[src/rtl/tgen_divider.sv]
`default_nettype none
// ============================================================================
//  Module      : tgen_divider
//  Description : Programmable divide-by-N toggle-enable generator. Produces a
//                one-cycle t_pulse every N falling edges while running, an
//                internal divide-by-2N square wave (q_div) and a modulo-256
//                pulse counter. IDLE / RUN / PAUSE control with load priority.
//  Revision    : 1.0 - initial release
// ============================================================================
module tgen_divider #(
    parameter int WIDTH   = 8,
    parameter int DEF_DIV = 2
) (
    input  logic             clk,
    input  logic             reset,
    input  logic             en,
    input  logic             load,
    input  logic [WIDTH-1:0] div_val,
    output logic             t_pulse,
    output logic             q_div,
    output logic [WIDTH-1:0] cnt,
    output logic [7:0]       pulse_cnt,
    output logic             busy
);

    // ------------------------------------------------------------------
    // State encoding
    // ------------------------------------------------------------------
    localparam logic [1:0] S_IDLE  = 2'd0;
    localparam logic [1:0] S_RUN   = 2'd1;
    localparam logic [1:0] S_PAUSE = 2'd2;

    localparam logic [WIDTH-1:0] C_ONE     = WIDTH'(1);
    localparam logic [WIDTH-1:0] C_DEF_DIV = WIDTH'(DEF_DIV);

    logic [1:0]       state_q,     state_d;
    logic [WIDTH-1:0] per_q,       per_d;
    logic [WIDTH-1:0] cnt_q,       cnt_d;
    logic             t_pulse_q,   t_pulse_d;
    logic             q_div_q,     q_div_d;
    logic [7:0]       pulse_cnt_q, pulse_cnt_d;
    logic [WIDTH-1:0] term;
    logic             at_term;

    // Terminal count: ratios 0 and 1 both collapse to a pulse every cycle.
    always_comb begin
        term    = (per_q <= C_ONE) ? '0 : (per_q - C_ONE);
        at_term = (cnt_q == term);
    end

    // Next-state logic: load wins over everything, then en gates counting.
    // A counting edge is any edge with en=1 (including the IDLE->RUN and
    // PAUSE->RUN edges), so a paused period resumes with no phase loss and
    // the period always spans exactly max(N,1) counting edges.
    always_comb begin
        state_d     = state_q;
        per_d       = per_q;
        cnt_d       = cnt_q;
        t_pulse_d   = 1'b0;
        q_div_d     = q_div_q;
        pulse_cnt_d = pulse_cnt_q;

        if (load) begin
            // Abort the current period; no pulse even if cnt==term.
            per_d   = div_val;
            cnt_d   = '0;
            state_d = en ? S_RUN : S_IDLE;
        end else if (en) begin
            state_d = S_RUN;
            if (at_term) begin
                cnt_d       = '0;
                t_pulse_d   = 1'b1;
                q_div_d     = ~q_div_q;
                pulse_cnt_d = pulse_cnt_q + 8'd1;
            end else begin
                cnt_d = cnt_q + C_ONE;
            end
        end else begin
            case (state_q)
                S_IDLE:  state_d = S_IDLE;
                S_RUN:   state_d = S_PAUSE;
                S_PAUSE: state_d = S_PAUSE;
                default: state_d = S_IDLE;
            endcase
        end
    end

    // State registers update on the falling edge; reset is asynchronous.
    always_ff @(negedge clk or posedge reset) begin
        if (reset) begin
            state_q     <= S_IDLE;
            per_q       <= C_DEF_DIV;
            cnt_q       <= '0;
            t_pulse_q   <= 1'b0;
            q_div_q     <= 1'b0;
            pulse_cnt_q <= 8'd0;
        end else begin
            state_q     <= state_d;
            per_q       <= per_d;
            cnt_q       <= cnt_d;
            t_pulse_q   <= t_pulse_d;
            q_div_q     <= q_div_d;
            pulse_cnt_q <= pulse_cnt_d;
        end
    end

    // Outputs come straight from registers; busy decodes the state only.
    assign t_pulse   = t_pulse_q;
    assign q_div     = q_div_q;
    assign cnt       = cnt_q;
    assign pulse_cnt = pulse_cnt_q;
    assign busy      = (state_q == S_RUN);

endmodule
`default_nettype wire

[config.mk]
export PLATFORM = sky130hd
export DESIGN_NAME = tgen_divider
export DESIGN_NICKNAME = d
export VERILOG_FILES = /design/src/rtl/tgen_divider.sv
export SDC_FILE = /design/constraint.sdc
export NUM_CORES = 1
export LEC_CHECK = 0
export CAP_MARGIN = 10
export CORE_MARGIN = 3
export CORE_UTILIZATION = 46
export DETAILED_ROUTE_END_ITERATION = 10
export HOLD_SLACK_MARGIN = 0.06
export PLACE_DENSITY = 0.75
export SLEW_MARGIN = 10
export SYNTH_ARGS = -nofsm -noshare
export SYNTH_HDL_FRONTEND = slang
export SYNTH_SLANG_ARGS = --single-unit
[constraint.sdc]
create_clock -name clk -period 2.9 [get_ports clk]
set_input_delay 0.58 -clock clk [delete_from_list [all_inputs] [get_ports clk]]
set_output_delay 0.58 -clock clk [all_outputs]
set_load 0.02 [all_outputs]
Word level (Yosys, flattened, before mapping)
Cells that the tools add are included.
{"block": "op_classes", "add_sub_neg": 3, "magnitude_cmp": 1, "eq_ne": 3, "muxes": 11, "bitwise_logic": 2, "n_reduce_logical": 3}
{"op": "8-bit 2-to-1 mux", "count": 4}
{"op": "8-bit by 1-bit adder with 8-bit output, second input constant", "count": 2}
{"op": "8-bit == test", "count": 1}
{"op": "8-bit by 1-bit less-or-equal comparator with 1-bit output, second input constant", "count": 1}
{"op": "8-bit by 1-bit subtractor with 8-bit output, second input constant", "count": 1}
{"op": "2-bit 2-to-1 mux", "count": 3}
{"op": "1-bit 2-to-1 mux", "count": 4}
{"op": "3-bit AND reduction", "count": 1}
{"op": "2-bit by 1-bit == test with 1-bit output, second input constant", "count": 1}
{"op": "2-bit == test, second input constant", "count": 1}
{"op": "1-bit inverter", "count": 2}
{"op": "2-bit nonzero test", "count": 1}
{"op": "2-bit OR reduction", "count": 1}
{"block": "word_totals", "reg_bits": 28}

Longest topological paths before layout
Gate-level depths: netlist of run 1.
{"block": "logic_depth", "word_depth": 6, "ltp_mapped": 10, "depth_no_buf": 9}

==> results.toml, run 1 <==
[outcome]
status = "finished, violations left"
violations = "negative setup slack"

[cells_and_area]
drive_above_1_share_pct = 40.8
syn2layout_area_growth_pct = 51.4
fin_util_pct = 76.1
diodes = 0
n_fill_cell = 228
finalInstanceArea_mm2 = 0.00244
final_nets = 251
final_common_cell = "buf_4"
layout_common_cells = "43 x buf_4, 27 x dfrtn_1, 19 x buf_6"

[worst_setup_path]
critPathArrivalTime_ns = 2.49
timing.rr.start = "per_q[5]"
crit_start = "state_q[1]"
cp.required_ns = 2.32
critPathLaunchType = "flip-flop"
crit_type = "flip-flop to output port"
cp-end-kind = "output port"
critPathMaxFanout = 1

[placed_design]
place.gp.congestion = 0.945
port_buffers = 30
dpl.hpwl_um = 3040
dpl_cell_area_mm2 = 0.00222

[floorplanning]
initial_core_util_pct = 50.3
core.rowCount = 20
core_region_area_mm2 = 0.00320
pin_count = 31
fp.dieW_um = 65.2
fp.dieH_um = 65.2
fp.dieArea_mm2 = 0.00425

[synthesis]
async_flop_share_pct = 100
synth_edf_count = 0
synthCells = 162
yosys.cell_types.count = 42
syn_nets = 179
synth.avg_cell_area_um2 = 9.94
synth-main-ff-cell = "dfrtn_1"
yosysWarnings = 0
synth_seq_area_share_pct = 43.6
synth_seq_cells = 28
synth_area_mm2 = 0.00161

[job]
maxCapViolations = 0

[sta]
finalSetupTns_ns = -0.559
slew_violations = 0
setup_slack_ns = -0.174
max_slew_margin_pct = 77.1
rsz0062_at_grt = "yes"
setup_viol = 19
finClkSkew_ns = 0.0713
whs_ns = 0.542
worst_pin_slew_ns = 0.339
hold_viol = 0

[drt]
drtIter0Drc = 97
vias = 1506
viasPerCell = 5.44
final_antenna_net_count = 0
drc = 0
routed_wl_um = 4240
wire_per_inst_um = 15.3
firstDrtPassIters = 4

[global_route]
gr-usage-met3_pct = 3.25
grt_overflow_total = 0
grt_use_met1_pct = 26.1
antenna_found_initial = 0
grt_max_degree = 19
grt_usage_pct = 20.8
grt_pass1_vias = 1553
grt_pass1_wl_um = 6970
busiest_layer = "met2"
grt_use_met2_pct = 36.3

[worst_hold_path]
worstHoldStart = "per_q[1]"
hold_path_class = "flip-flop to flip-flop"

[pwr]
p_leak_nw = 1.16
power.total_uw = 836
ir_drop_uv = 208
power.density_mw_per_mm2 = 343

[clock_tree]
ctsLongestPathBuffers = 2
clk-insertion-delay-late_ns = 0.38
clock-sinks = 28
cts_inserted_buffers = 3
clkTransAtPathRegs_ns = 0.10
clock_tree.root_cell = "clkbuf_4"
cts_htree_levels = 1
cts_tree = "yes"
## sequential cells by signal, summed over array words and instances (netlist names)
| signal | count |
|---|---|
| state_q | 2 |
| t_pulse | 1 |
| q_div | 1 |
| cnt | 8 |
| per_q | 8 |
| pulse_cnt | 8 |
## critical path, stage by stage (launching register included)
cell and delay, ns:
dfrtn_1 0.41, inv_1 0.04, ha_2 0.16, buf_6 0.12
## cell type report
class                      count  area (um2)  share of cell area, %
inverter                       9        33.8                   1.39
clock buffer                   4        26.3                   1.08
tap                           44        55.1                   2.26
clock inverter                 1        3.75                  0.154
timing repair buffer          76         713                   29.2
sequential                    28         702                   28.8
multi-input combinational    115         905                   37.1
## final timing paths
kind | to | slack [ns] | cells past startpoint
min in group asynchronous | cnt[5] | 1.84 | 2
hold reg to reg | per_q[1] | 0.54 | 2
setup reg to reg | pulse_cnt[4] | 0.11 | 9
setup / recovery | busy | -0.17 | 3
max in group asynchronous | per_q[2] | 0.64 | 3
hold / removal | per_q[1] | 0.54 | 2
## Yosys cell counts, types with 3 or more instances
cell type / instances / area (um2)
mux2_2: 6 / 67.6
o21ai_0: 7 / 35.0
nand3_1: 9 / 45.0
nor4_2: 3 / 37.5
or3_1: 4 / 25.0
nor2_1: 8 / 30.0
ha_1: 5 / 62.6
a21oi_1: 3 / 15.0
nand2_1: 8 / 30.0
xor2_1: 13 / 114
nand4_1: 4 / 25.0
inv_1: 10 / 37.5
nor3_1: 11 / 55.1
or4_1: 3 / 22.5
dfrtn_1: 27 / 676
xnor2_1: 5 / 43.8
clkbuf_1: 5 / 18.8
## cell families (layout without fill, tap and decap cells)
| logic type | Yosys count | count (layout) | share of synthesized area (%) |
|---|---|---|---|
| adder cells (fa/ha/maj) | 5 | 5 | 3.89 |
| XOR/XNOR | 18 | 18 | 9.79 |
| AO/OA/AOI/OAI | 22 | 22 | 9.40 |
| AND/OR/NAND/NOR | 62 | 62 | 23.2 |
| multiplexers | 8 | 8 | 5.52 |
| flip-flops | 28 | 28 | 43.6 |
| buffers and inverters | 19 | 90 | 4.58 |
## layer usage
layer  vias up  wire (um)
met5         -          0
met3        10        248
met2        50       2080
li1        716          -
met4         0        103
met1       730       1810
## metrics by stage
stage                     setup WS, ns  std cells
after floorplan                -0.0360        162
after global placement          -0.481        262
after detailed placement        -0.541        262
after CTS                       -0.183        270
after global routing            -0.219        277
final                           -0.174        277
## where the power goes
group / internal (mW) / switching [mW]
clock network: 0.0556 / 0.120
logic: 0.119 / 0.109
registers: 0.415 / 0.0181
total: 0.589 / 0.247
## what timing repair did
| item | CTS | global route |
|---|---|---|
| hold buffers | 0 | 0 |
| pin swaps | 0 | 7 |
| cloned | 0 | 1 |
| buffers inserted | 4 | 6 |
| endpoints found under the setup margin | 34 | 28 |
| resized for setup | 123 | 7 |
Note: power is estimated with default switching activity, not from simulation.
==> run 2: changes to the inputs <==
Settings changed: CTS_CLUSTER_SIZE set to 12.
==> results of run 2 <==
Final layout, timing and power as in run 1 (identical DEF).
